[src/rtl/cpu_pkg.sv]
// Shared definitions for the MIPS core front end: next-PC control classes,
// fetch redirect states and the reset vector.
package cpu_pkg;

  typedef enum logic [1:0] {
    NPC_SEQ = 2'd0,
    NPC_BR  = 2'd1,
    NPC_J   = 2'd2,
    NPC_JR  = 2'd3
  } npc_op_e;

  typedef enum logic {
    FS_SEQ              = 1'b0,
    FS_REDIRECT_PENDING = 1'b1
  } fetch_state_e;

  localparam logic [31:0] RESET_PC = 32'h0000_3000;

endpackage

[src/rtl/npc_calc.sv]
// Redirect target for the instruction currently in decode; purely combinational.
// Branch offsets are relative to the delay slot; jump regions come from the delay slot PC.
module npc_calc
  import cpu_pkg::*;
(
  input  logic [1:0]  npc_op,
  input  logic [31:0] pc_d,
  input  logic [15:0] imm16_d,
  input  logic [25:0] index26_d,
  input  logic [31:0] rs_data_d,
  output logic [31:0] target
);

  logic [31:0] pc4;
  logic        rs_lo_unused;

  assign pc4          = pc_d + 32'd4;
  // JR targets are silently word-aligned, so the low rs bits never matter.
  assign rs_lo_unused = ^rs_data_d[1:0];

  always_comb begin
    target = pc4 + {{14{imm16_d[15]}}, imm16_d, 2'b00};
    case (npc_op)
      NPC_J:   target = {pc4[31:28], index26_d, 2'b00};
      NPC_JR:  target = {rs_data_d[31:2], 2'b00};
      default: ;
    endcase
  end

endmodule

[src/rtl/fetch_unit.sv]
// Fetch stage and IF/ID register: PC, delay-slot aware redirects, imem wait states.
// A redirect seen while imem is busy is parked until the delay slot completes.
module fetch_unit
  import cpu_pkg::*;
(
  input  logic        clk,
  input  logic        reset_n,
  input  logic        stall,
  input  logic [1:0]  npc_op,
  input  logic        cmp_result,
  input  logic [15:0] imm16_d,
  input  logic [25:0] index26_d,
  input  logic [31:0] rs_data_d,
  output logic [31:0] imem_addr,
  input  logic [31:0] imem_rdata,
  input  logic        imem_ready,
  output logic [31:0] instr_d,
  output logic [31:0] pc_d,
  output logic [31:0] pc8_d,
  output logic        valid_d
);

  logic [31:0]  pc_q;
  logic [31:0]  pend_tgt_q;
  fetch_state_e state_q;
  logic [31:0]  ifid_instr_q;
  logic [31:0]  ifid_pc_q;
  logic         ifid_vld_q;

  logic         fire;
  logic         redirect_now;
  logic [31:0]  target;
  logic [31:0]  pc_nxt_d;

  npc_calc u_npc_calc (
    .npc_op    (npc_op),
    .pc_d      (ifid_pc_q),
    .imm16_d   (imm16_d),
    .index26_d (index26_d),
    .rs_data_d (rs_data_d),
    .target    (target)
  );

  assign fire         = imem_ready & ~stall;
  assign redirect_now = ifid_vld_q & ~stall &
                        ((npc_op == NPC_J) | (npc_op == NPC_JR) |
                         ((npc_op == NPC_BR) & cmp_result));

  assign pc_nxt_d = redirect_now                        ? target     :
                    (state_q == FS_REDIRECT_PENDING)    ? pend_tgt_q :
                                                          pc_q + 32'd4;

  always_ff @(posedge clk or negedge reset_n) begin
    if (!reset_n) begin
      pc_q         <= RESET_PC;
      pend_tgt_q   <= '0;
      state_q      <= FS_SEQ;
      ifid_instr_q <= '0;
      ifid_pc_q    <= '0;
      ifid_vld_q   <= 1'b0;
    end else if (!stall) begin
      if (fire) begin
        pc_q         <= pc_nxt_d;
        state_q      <= FS_SEQ;
        ifid_instr_q <= imem_rdata;
        ifid_pc_q    <= pc_q;
        ifid_vld_q   <= 1'b1;
      end else begin
        // Delay slot still in flight: park the target, feed decode a bubble.
        if (redirect_now) begin
          state_q    <= FS_REDIRECT_PENDING;
          pend_tgt_q <= target;
        end
        ifid_instr_q <= '0;
        ifid_pc_q    <= pc_q;
        ifid_vld_q   <= 1'b0;
      end
    end
  end

  assign imem_addr = pc_q;
  assign instr_d   = ifid_instr_q;
  assign pc_d      = ifid_pc_q;
  assign pc8_d     = ifid_pc_q + 32'd8;
  assign valid_d   = ifid_vld_q;

endmodule

[config.mk]
export PLATFORM = sky130hd
export DESIGN_NAME = fetch_unit
export DESIGN_NICKNAME = d
export VERILOG_FILES = /design/src/rtl/cpu_pkg.sv /design/src/rtl/npc_calc.sv /design/src/rtl/fetch_unit.sv
export SDC_FILE = /design/constraint.sdc
export NUM_CORES = 1
export LEC_CHECK = 0
export CORE_UTILIZATION = 54
export DETAILED_ROUTE_END_ITERATION = 6
export HOLD_SLACK_MARGIN = 0.12
export PLACE_DENSITY = 0.89
export SLEW_MARGIN = 10
export SYNTH_ARGS = -nofsm -noshare
export SYNTH_HDL_FRONTEND = slang
export SYNTH_SLANG_ARGS = --single-unit
[constraint.sdc]
create_clock -name clk -period 6.1 [get_ports clk]
set_clock_uncertainty 0.2 [all_clocks]
set_input_delay 1.22 -clock clk [delete_from_list [all_inputs] [get_ports clk]]
set_output_delay 1.22 -clock clk [all_outputs]
set_load 0.01 [all_outputs]
* Word level (Yosys, flattened, before mapping)
Cells that the tools add are included.
** Storage, ports and cells
- Output and inout port bits :: 129
- Logic and storage cells :: 32
- Register bits after elaboration :: 130
- Bits of input ports :: 113
** Cells by class
- Eq/ne operators :: 3
- Muxes and demuxes :: 7
- Bitwise logic cells :: 8
- Add/sub/neg operators :: 4
- Reductions and logical operators :: 4
** Operators with widths (count)
- 2-to-1 mux 32 bit :: 3
- adder 32 x 3 -> 32 bit (second input constant) :: 2
- case mux 32 bit (2 select lines) :: 1
- adder 32 bit :: 1
- adder 32 x 4 -> 32 bit (second input constant) :: 1
- AND 1 bit :: 4
- == test 2 bit (second input constant) :: 2
- AND reduction 2 bit :: 2
- 2-to-1 mux 1 bit :: 3
- AND reduction 3 bit :: 1
- == test 2 x 1 -> 1 bit (second input constant) :: 1
- inverter 1 bit :: 2
- OR 1 bit :: 2
- nonzero test 2 bit :: 1

* Longest topological paths before layout
- Depth in word-level cells :: 6
- Depth in mapped cells :: 20
- Mapped depth without buffers :: 18

* By module
A second synthesis with hierarchy kept.
** Second synthesis, totals
- Cells, all modules :: 1007
- Area, all modules :: 9248.9 um^2
** By module, submodules not included
- fetch_unit :: sequential area each 3255.6 um^2, times used 1, area an instance 6402.4 um^2, cells an instance 600
- npc_calc :: sequential area each 0.0 um^2, times used 1, area an instance 2846.5 um^2, cells an instance 407

* Least setup slack after synthesis
No wires, ideal clock.
- Path type :: reg-to-reg
- From :: reg ifid_pc_q[4], in the netlist pc_d[4]
- To :: reg pc_q[23], in the netlist imem_addr[23]
- Data arrival time :: 3.879 ns
- Clock period less this slack :: 4.214 ns
- Stages on the path, launching flop included :: 18
- Slack :: 1.886 ns
- Path buffers :: 1
- Cells stage by stage :: dfrtp_1 -> ha_1 -> nand3_1 -> nor2_1 -> and3_1 -> and3_1 -> buf_2 -> nand4_1 -> xnor2_1 -> ha_1 -> nand2_1 -> or4_1 -> o21a_2 -> o21bai_4 -> xnor2_1 -> nor2_1 -> a2111oi_0 -> nor3_1
** Between the ends
- Longest elaborated chain between the ends :: 4
** Ends and longest elaborated chain
- from (decl) :: line fetch_unit.sv:27 : logic [31:0] ifid_pc_q;
- from (signal assigned) :: line fetch_unit.sv:66 : ifid_pc_q <= pc_q;
- from (signal assigned) :: line fetch_unit.sv:75 : ifid_pc_q <= pc_q;
- adder 32 x 3 -> 32 bit :: line npc_calc.sv:17 : assign pc4 = pc_d + 32'd4;
- adder 32 bit :: line npc_calc.sv:22 : target = pc4 + {{14{imm16_d[15]}}, imm16_d, 2'b00};
- case mux 32 bit (2 select lines) :: line npc_calc.sv:23 : case (npc_op)
- 2-to-1 mux 32 bit :: line fetch_unit.sv:49 : assign pc_nxt_d = redirect_now ? target :
- to (signal assigned) :: line fetch_unit.sv:63 : pc_q <= pc_nxt_d;
- to (decl) :: line fetch_unit.sv:23 : logic [31:0] pc_q;
Every way passes these cells.
A chain may end at the register's enable or synchronous reset.

* Final worst setup path
- From :: reg ifid_pc_q[8], in the netlist pc_d[8]
- To :: reg pc_q[29], in the netlist imem_addr[29]
** Between the ends
- Longest elaborated chain between the ends :: 4
** Ends and longest elaborated chain (line)
- adder 32 x 3 -> 32 bit * :: npc_calc.sv:17
- adder 32 bit :: npc_calc.sv:22
- case mux 32 bit (2 select lines) * :: npc_calc.sv:23
- 2-to-1 mux 32 bit * :: fetch_unit.sv:49
Mark *: on every way between the ends. The rest lies on a longest branch, timed or not.

==> summary.txt <==
Run status
  – Status: complete, no violations

Logic synthesis
  – Post-synth top area cell: dfrtp_1
  – Post-synthesis sequential element count: 130
  – Ys async rst share: 100%
  – Xor/xnor cell area share of the yosys netlist: 10.2%
  – Cell Area, Synth: 9100 sq um
  – Mux contribution to synthesized area: 8.45%
  – Yosys cell types: 77
  – Main combinational cell family by area after synthesis: compound AO/OA/AOI/OAI gates
  – Main synth FF type: dfrtp_1
  – Compound-cell area share of the yosys netlist: 19.0%
  – Adder-cell share of the synthesized area: 4.76%
  – YS warnings: 0
  – EDFF count, synth: 0
  – Ranking of synthesized cells by area: dfrtp_1 (35%), xnor2_1 (6.1%), mux2_2 (5.8%)
  – Most numerous cell in the Yosys netlist: nand2_1
  – Syn_nets: 1170
  – Cells after Synth: 1023
  – Top cell type's share of synthesized area: 35.2%
  – Sequential area share after synthesis: 35.8%
  – Syn avg cell area: 8.90 sq um
  – Post-Synth Simple-Gate Area: 17.6%
  – Most common library cells after synthesis: nand2_1 (139), dfrtp_1 (128), o21ai_0 (78), nor2_1 (65), xnor2_1 (63)

CTS
  – Root Buffer: clkbuf_16
  – # clock sinks: 130
  – Clock Latency Late Sink: 420 ps
  – CTS tree: yes
  – CTS resizes: 0
  – Clock-pin slew on the worst setup and hold paths: 60 ps
  – Num CTS Buffers: 17
  – Hold buffer count at CTS: 0
  – Max Root-Sink Buffers: 2
  – Post-CTS Setup Inserts: 0
  – H-tree lvl count: 4

Global routing
  – Gr usage total: 32.6%
  – Largest net degree at the start of global routing: 59
  – GRT Residual Overflow: 0
  – First-pass GRT wire length: 44800 um
  – Vias in the first global route: 8734
  – Initial antenna violation count: 0

Min path
  – Hold path depth: 2
  – Worst hold path type: reg -> reg

Worst setup path
  – R2R depth: 15
  – CP startpoint kind: flip-flop
  – Critical Path RT: 6180 ps
  – Setup crit end kind: flip-flop
  – Arr. time, crit path: 5070 ps
  – CP Class: reg -> reg
  – Max FO, Critical Path: 10

Die
  – Die ar.: 17400 sq um
  – Die Width: 132 um
  – Boundary Pins: 242
  – Die Y: 132 um
  – Rows: 47
  – Core Area: 16500 sq um
  – Initial core utilization: 55.1%

Timing
  – Setup tns final: 0 ps
  – Worst Tran Pin Value: 962 ps
  – Final Hold Viols: 0
  – Maximum clock frequency: 200 MHz
  – RSZ-0062 raised after global routing: false
  – Hold WS: 285 ps
  – Final count of pins violating max slew: 0
  – Final period utilization: 81.8%
  – Final setup fails: 0
  – Final Critical Period: 4990 ps
  – Worst relative slew slack: 35.6%

Cells and area
  – Final net count: 1369
  – N_diodes: 0
  – Layout area overhead: 33.6%
  – Non-Filler Instances: 1455
  – Fraction of layout instances using a drive strength above 1: 10.2%
  – Final instance area: 12200 sq um

Drt
  – Vias per cell: 6.04
  – Drt wl/cell: 19.2 um
  – Routed Antenna Nets: 0
  – DRC violations left: 0
  – Detailed Route WL: 28000 um
  – 1st-pass router iterations: 5
  – Routed vias: 8785
  – Initial drt markers: 780

Run
  – Max Cap Viol: 0

Placed design
  – Detailed placement HPWL: 19700 um
  – Port buffer count: 239
  – Placed Area: 11500 sq um
  – Placed Cells: 1423
  – Routability cong.: 0.899

Power
  – Pwr/cell area: 412 nW/um^2
  – Leak: 5.12 nW
  – Maximum vdd drop: 256 uV
## final timing paths
kind	startpoint	to	slack, ps
min reg2reg	pend_tgt_q[8]$_DFFE_PN0P_	pend_tgt_q[8]$_DFFE_PN0P_	280
max in group asynchronous	reset_n	imem_addr[7]$_DFFE_PN0P_	3900
min	pend_tgt_q[8]$_DFFE_PN0P_	pend_tgt_q[8]$_DFFE_PN0P_	280
min in group asynchronous	reset_n	pc_d[31]$_DFFE_PN0N_	640
max reg2reg	pc_d[8]$_DFFE_PN0N_	imem_addr[29]$_DFFE_PN0P_	1110
max	pc_d[8]$_DFFE_PN0N_	imem_addr[29]$_DFFE_PN0P_	1110
## worst max-delay path: stages, from the launching register on
cell	delay, ps
dfrtp_1	560
and3_1	270
and4_1	510
and3_1	300
and3_1	340
nand2_1	130
xnor2_1	180
ha_1	480
nand4_1	170
or4_1	550
o21a_2	280
o221ai_2	220
a31oi_1	140
xnor2_1	160
a21boi_1	240
o21ai_1	120
## cell families after synthesis
group                      after synthesis
and+or+nand+nor                        333
xor gates and xnor gates               104
buffers and inverters                   88
adders and majority gates               34
AOI/OAI and AO/OA                      263
DFF                                    130
muxes                                   71
## per-layer routing
layer  up-vias  routed length, um  track usage [%]
met3       101               2090             7.00
met2       434              13600             55.2
met5         -                  0                0
met4         0               1380             18.2
li1       4050                  -                -
met1      4200              10900             38.6
## placed cells by master (no fill, tap or decap), types with 3 or more instances in the layout
cell | netlist | routed
a211oi_1 | 3 | 3
mux2i_1 | 24 | 24
a22o_1 | 32 | 32
buf_4 | 5 | 12
a22oi_1 | 9 | 9
o21ai_0 | 78 | 78
a21oi_2 | 5 | 5
xnor2_1 | 63 | 63
o22ai_1 | 5 | 5
a21o_1 | 9 | 9
o2111ai_1 | 3 | 3
a31oi_1 | 8 | 8
clkinvlp_4 | 0 | 4
and3_1 | 20 | 20
dfrtp_1 | 128 | 128
o21ai_1 | 13 | 13
nand2_1 | 139 | 139
nand4_1 | 19 | 19
or3_1 | 3 | 3
or2_2 | 3 | 3
o21a_1 | 5 | 5
clkdlybuf4s50_1 | 0 | 235
o211ai_1 | 9 | 9
inv_1 | 18 | 18
o31ai_1 | 3 | 3
nor2b_1 | 8 | 7
nor3_1 | 7 | 7
nand3_1 | 41 | 41
clkbuf_16 | 0 | 17
bufinv_16 | 0 | 4
ha_1 | 33 | 33
nor3_4 | 3 | 3
nand2b_1 | 9 | 9
xor2_1 | 39 | 39
a21oi_1 | 51 | 51
clkinv_2 | 0 | 3
buf_2 | 16 | 3
nor2_1 | 65 | 65
mux2_2 | 47 | 47
## layout make-up
| cell class | count | area, sq um |
|---|---|---|
| clock inverter | 13 | 183 |
| fill | 1188 | 4370 |
| tap | 220 | 275 |
| sequential | 130 | 3260 |
| timing repair buffer | 250 | 2460 |
| inverter | 18 | 67.6 |
| clock buffer | 19 | 453 |
| multi-input combinational | 805 | 5470 |
## state kept, by name, summed over array words and instances, names as in the netlist
register    cells
instr_d        32
pc_d           32
state_q         1
valid_d         1
imem_addr      32
pend_tgt_q     32
## through the flow
| step | utilization [%] | power [mW] | setup slack (ps) |
|---|---|---|---|
| 5_1_grt | 73.6 | 5.27 | 911 |
| 4_1_cts | 73.6 | 4.98 | 1160 |
| 2_1_floorplan | - | 2.85 | 1890 |
| 3_5_place_dp | 69.7 | 3.84 | 1230 |
| 6_report | 73.6 | 5.01 | 1110 |
| 3_3_place_gp | 69.7 | 3.76 | 1270 |
## power breakdown
part           switching, mW  internal [mW]
clock network          0.399          0.705
registers              0.417           1.12
logic                   1.17           1.20
Power figures use the tool's default switching activity.
